`config.mk`:
```
export PLATFORM = sky130hd
export DESIGN_NAME = ifu
export DESIGN_NICKNAME = d
export VERILOG_FILES = /design/src/rtl/npc_pkg.sv /design/src/rtl/ifu.sv
export SDC_FILE = /design/constraint.sdc
export NUM_CORES = 1
export LEC_CHECK = 0
export ABC_AREA = 1
export CELL_PAD_IN_SITES_DETAIL_PLACEMENT = 1
export CELL_PAD_IN_SITES_GLOBAL_PLACEMENT = 1
export CORE_MARGIN = 1.5
export CORE_UTILIZATION = 31
export CTS_BUF_LIST = sky130_fd_sc_hd__clkbuf_8 sky130_fd_sc_hd__clkbuf_16
export DETAILED_ROUTE_END_ITERATION = 10
export GPL_ROUTABILITY_DRIVEN = 1
export PLACE_DENSITY_LB_ADDON = 0.1
export REMOVE_ABC_BUFFERS = 1
export SYNTH_ARGS = -nofsm -noshare
export SYNTH_HDL_FRONTEND = slang
export SYNTH_SLANG_ARGS = --single-unit
```
`constraint.sdc`:
```
create_clock -name clk -period 1.9 [get_ports clk]
set_input_delay 0.57 -clock clk [delete_from_list [all_inputs] [get_ports clk]]
set_output_delay 0.57 -clock clk [all_outputs]
set_load 0.05 [all_outputs]
```
`src/rtl/npc_pkg.sv`:
```
// npc_pkg: shared types and constants for the NPC core
package npc_pkg;
  localparam int XLEN = 32;
  localparam logic [XLEN-1:0] NPC_RESET_PC = 32'h8000_0000;
  typedef enum logic [1:0] {REQ, WAIT, HOLD} ifu_state_t;
endpackage

```
`src/rtl/ifu.sv`:
```
// ifu: owns the PC, fetches one instruction at a time and hands inst/pc to decode
module ifu
  import npc_pkg::*;
#(
  parameter logic [XLEN-1:0] RESET_PC = NPC_RESET_PC
) (
  input  logic            clk,
  input  logic            rst,
  output logic            imem_req_valid,
  input  logic            imem_req_ready,
  output logic [XLEN-1:0] imem_req_addr,
  input  logic            imem_resp_valid,
  output logic            imem_resp_ready,
  input  logic [XLEN-1:0] imem_resp_data,
  output logic            inst_valid,
  input  logic            inst_ready,
  output logic [XLEN-1:0] inst,
  output logic [XLEN-1:0] pc,
  input  logic            redirect_valid,
  input  logic [XLEN-1:0] redirect_pc
);
  ifu_state_t      state;
  logic [XLEN-1:0] fetch_pc;
  logic            squash;
  logic [XLEN-1:0] target;
  logic            take;
  assign target = {redirect_pc[XLEN-1:2], 2'b00};
  assign take = state == WAIT && imem_resp_valid && !squash && !redirect_valid;
  assign imem_req_valid = rst && state == REQ && !redirect_valid;
  assign imem_req_addr = fetch_pc;
  assign imem_resp_ready = state == WAIT;
  assign inst_valid = state == HOLD;
  // fetch FSM: a redirect always wins the PC mux; a redirect in WAIT marks the pending response stale
  always_ff @(posedge clk) begin
    if (!rst) begin
      state    <= REQ;
      fetch_pc <= RESET_PC;
      squash   <= 1'b0;
      inst     <= '0;
      pc       <= '0;
    end else begin
      fetch_pc <= redirect_valid ? target : take ? fetch_pc + 32'd4 : fetch_pc;
      if (take) begin
        inst <= imem_resp_data;
        pc   <= fetch_pc;
      end
      case (state)
        REQ:  if (imem_req_valid && imem_req_ready) state <= WAIT;
        WAIT: if (imem_resp_valid) begin
                squash <= 1'b0;
                state  <= take ? HOLD : REQ;
              end else if (redirect_valid) squash <= 1'b1;
        HOLD: if (inst_ready || redirect_valid) state <= REQ;
        default: state <= REQ;
      endcase
    end
  end
endmodule

```
## Word-level counts from Yosys, hierarchy flattened

Index checks and enable logic that the tools add are counted.

- Register bits: 99
- Bits of input ports: 70
- Output and inout bits: 99
- Word-level logic and storage cells: 37

- $add $sub $neg: 1
- Equal/unequal tests: 5
- Mux-type cells: 9
- Bitwise logic cells: 1
- Reductions and logical operators: 15

Operators with widths:

| operator | number |
|---|---|
| $mux 32 | 2 |
| $add 32x3->32 const B | 1 |
| $mux 2 | 4 |
| $logic_and 1x1->1 | 6 |
| $pmux 2 s3 | 1 |
| $ne 2x1->1 const B | 2 |
| $reduce_bool 2->1 | 2 |
| $reduce_and 3->1 | 1 |
| $eq 2x1->1 const B | 1 |
| $eq 2x2->1 const B | 1 |
| $logic_not 1->1 | 2 |
| $logic_not 2->1 | 1 |
| $mux 1 | 2 |
| $ne 2x2->1 const B | 1 |
| $reduce_and 2->1 | 1 |
| $reduce_or 2->1 | 1 |
| $logic_or 1x1->1 | 1 |
| $not 1->1 | 1 |

## Depth between registers and ports, before layout

- Depth in word-level cells: 7
- Gate-level depth with buffers: 12
- Mapped depth without buffers: 12

## Worst setup path before layout

Ideal clock, no wire load.

- Kind: input -> output
- Start point: input port rst
- End point: output port imem_req_valid
- Arrival: 2.386 ns
- Required time: 1.330 ns
- Slack: -1.056 ns
- Cell stages on the path: 3
- Buffers on the path: 1
- Cells stage by stage: buf_2 > clkinv_1 > nor4_1

- Longest elaborated chain between the ends: 2

Ends and longest elaborated chain:

| element | RTL line | text |
|---|---|---|
| from (decl) | ifu.sv:8 | `input logic rst,` |
| $logic_and 1x1->1 (2 in series) | ifu.sv:29 | `assign imem_req_valid = rst && state == REQ && !redirect_valid;` |
| to (decl) | ifu.sv:9 | `output logic imem_req_valid,` |

Every way passes these cells.

## Worst setup path in the final report

Ends and elaborated chain as after synthesis.

==> qor.yml <==
place:
  dpl.hpwl_um: 12000
  place_congestion: 0.811
  placed_area_um2: 6740
  io_buffers: 162
  dp_slack_ps: -381
  place_inst: 1014
power:
  power_frac_comb: 0.177
  internal_power_mw: 3.43
  switching_share: 0.280
  p_switching_mw: 1.33
  power_density_nw_per_um2: 673
  clkPwrFrac: 0.380
  power.static_leakage_nw: 3.08
  power_mw: 4.77
  power_frac_seq: 0.443
  ir_drop_mv: 0.368
floorplanning:
  die_h_um: 124
  die_area_um2: 15400
  num_rows: 44
  start_util: 0.315
  io-pin-count: 169
  core_area_um2: 14400
  die_w_um: 124
sta:
  setup_viol: 0
  relSlewSlack: 0.547
  fin_skew_ps: 7.94
  slew_violations: 0
  layout_setup_ws_ps: 42.3
  finalCriticalPeriod_ps: 1860
  max_slew.worst_pin.slew_ps: 680
  finalCritPeriodShare: 0.978
  finalHoldViolCount: 0
  max_freq_mhz: 538
critical_path:
  r2r_slack_ps: 170
  path_class: "primary input to primary output"
  end_kind: "primary output"
  worstPathRequired_ps: 1330
  path_cells: "buf_2, inv_2, nor4_2, buf_4, buf_12"
  arrival_ps: 1290
  worstSetupStartpoint: "rst"
  rr_worst_depth: 9
  r2r_start: "imem_req_addr[2]"
  rr_endpoint: "imem_req_addr[18]"
  worst_setup_path_start_kind: "primary input"
  crit_fanout: 2
  slowest_delay_ps: 210
  crit_path_top_delay_cell: "nor4_2"
  crit_end: "imem_req_valid"
synthesis:
  synthAdderAreaFrac: 0.00275
  synth_compound_area_frac: 0.133
  ys_async_sr_fraction: 0
  yosysWarnings: 0
  netlist.area_leader.share: 0.419
  synth_top_family_by_area: "simple AND/OR/NAND/NOR gates"
  synth_top_cell_by_area: "dfxtp_1"
  synthTopCellsByArea: "dfxtp_1, nand2_1, a21oi_1"
  ys_types: 38
  synth-xor-area-share: 0.0154
  synth_edf_count: 0
  avgSynthCellArea_um2: 6.98
  synth_mux_area_frac: 0
  seq_area_frac_synth: 0.419
  ys_ff_latch: 95
  synth_area_um2: 4540
  yosys.area_share.simple: 0.325
  syn_inst: 651
  synthFlopType: "dfxtp_1"
routing:
  wirelength_um: 16300
  ant_nets: 0
  post-route-drc-count: 0
  routedWlPerCell_um: 15.8
  viasPerCell: 4.77
  drt-initial-drc-count: 227
  dr.pass1.iters: 4
  routed-via-count: 4919
layout:
  instances_no_fill: 1032
  drive_above_1_share: 0.235
  antennaDiodeCount: 0
  final_cell_area_um2: 7080
  fin_nets: 915
  fin_util: 0.491
  fill_cells: 1805
  syn2layout_area_growth_pct: 55.9
clock_network:
  clk_latency_ps: 350
  cts.clk_slew.worst_paths_ps: 70
  root_buffer: "clkbuf_16"
  clk_path_buf_depth: 2
  cts_tree: "done"
  numCtsBuffers: 9
  htree_levels: 3
  clkSinkCount: 95
  hold_buffers: 0
grt:
  antenna_found_initial: 0
  grt_pass1_wl_um: 25100
  grt_overflow: 0
  grt_pass1_vias: 5097
  grt_start_max_net_pins: 61
  grt.total_usage: 0.210
job:
  timing.max_cap.violations: 0
worst_hold_path:
  hp-class: "flop to flop"
outcome:
  status: "complete, no violations"
## critical path, delay by kind of cell
family / cells / cell delay [ps]
buffers and inverters: 4 / 510
and+or+nand+nor: 1 / 210
## routing by layer
layer  up-vias  global-route usage  wire, um
li1       2446                   -         -
met1      2364               0.256      7090
met2        95               0.377      8370
met3        14              0.0302       610
met4         0              0.0653       194
met5         -                   0         0
## power groups by stage
stage                     Combinational, mW  Sequential, mW  Clock (mW)
after CTS                             0.848            2.11        1.88
after detailed placement              0.845            2.16           0
after global routing                  0.899            2.12        1.95
after floorplan                       0.192            2.32           0
final                                 0.844            2.11        1.81
after global placement                0.831            2.15           0
## layout by cell type (no fill, tap or decap), types with 2 or more instances in the layout
cell,instances
a211oi_1,3
a21oi_1,62
a31oi_1,7
buf_12,33
buf_4,115
clkbuf_16,10
clkdlybuf4s50_1,65
clkinv_2,3
conb_1,4
dfxtp_1,93
dfxtp_2,2
inv_1,59
inv_2,5
nand2_1,201
nand2_2,2
nand3_1,38
nand3_4,2
nand3b_1,2
nand4_1,6
nor2_1,51
nor2_2,7
nor2_4,6
nor2_8,2
nor3_1,6
o21ai_0,37
o21ai_1,2
xor2_1,7
## registers in the layout, summed over array words and instances, names as in the netlist
| signal | flops |
|---|---|
| imem_req_addr | 30 |
| inst | 32 |
| pc | 30 |
| squash | 1 |
| state | 2 |
## per-stage QoR
stage	hold slack (ps)	setup TNS, ps
finish	468	0
global route	484	-9.83
CTS	471	0
detailed placement	459	-17410
global placement	451	-13870
floorplan	492	-97860
## synth_stat cells (5+ instances only)
library cell,n
a21oi_1,62
a31oi_1,7
buf_2,9
buf_4,13
clkbuf_1,10
dfxtp_1,95
inv_1,59
inv_2,5
nand2_1,201
nand3_1,38
nand4_1,6
nor2_1,51
nor2_2,7
nor2_4,6
nor3_1,6
o21ai_0,37
xor2_1,7
## cells by family after synthesis
logic type | after synthesis
xor gates and xnor gates | 8
DFF | 95
adders and majority gates | 1
and+or+nand+nor | 329
AOI/OAI and AO/OA | 115
other | 1
buffers and inverters | 102
## how the worst min path moves through the flow
stage / start / cells after the start / endpoint
floorplan: squash / 2 / squash
global placement: pc[4] / 2 / pc[4]
detailed placement: pc[17] / 2 / pc[17]
CTS: pc[11] / 2 / pc[11]
global route: pc[17] / 2 / pc[17]
finish: pc[7] / 2 / pc[7]
## timing repair
action | CTS | global route
buffers inserted | 0 | 2
gates resized for setup | 5 | 5
gates cloned | 0 | 1
pin swaps | 1 | 1
setup endpoints to repair | 1 | 3
## layout make-up
class | count | area, um^2 | share of cell area
repair buffers | 216 | 2210 | 0.313
multi-input cells | 457 | 2200 | 0.311
flip-flops and latches | 95 | 1900 | 0.269
inverters | 65 | 246 | 0.0348
well taps | 184 | 230 | 0.0325
clock buffers | 9 | 225 | 0.0318
clock inverters | 6 | 61.3 | 0.00866
No activity file was read; power rests on OpenSTA's default activity.
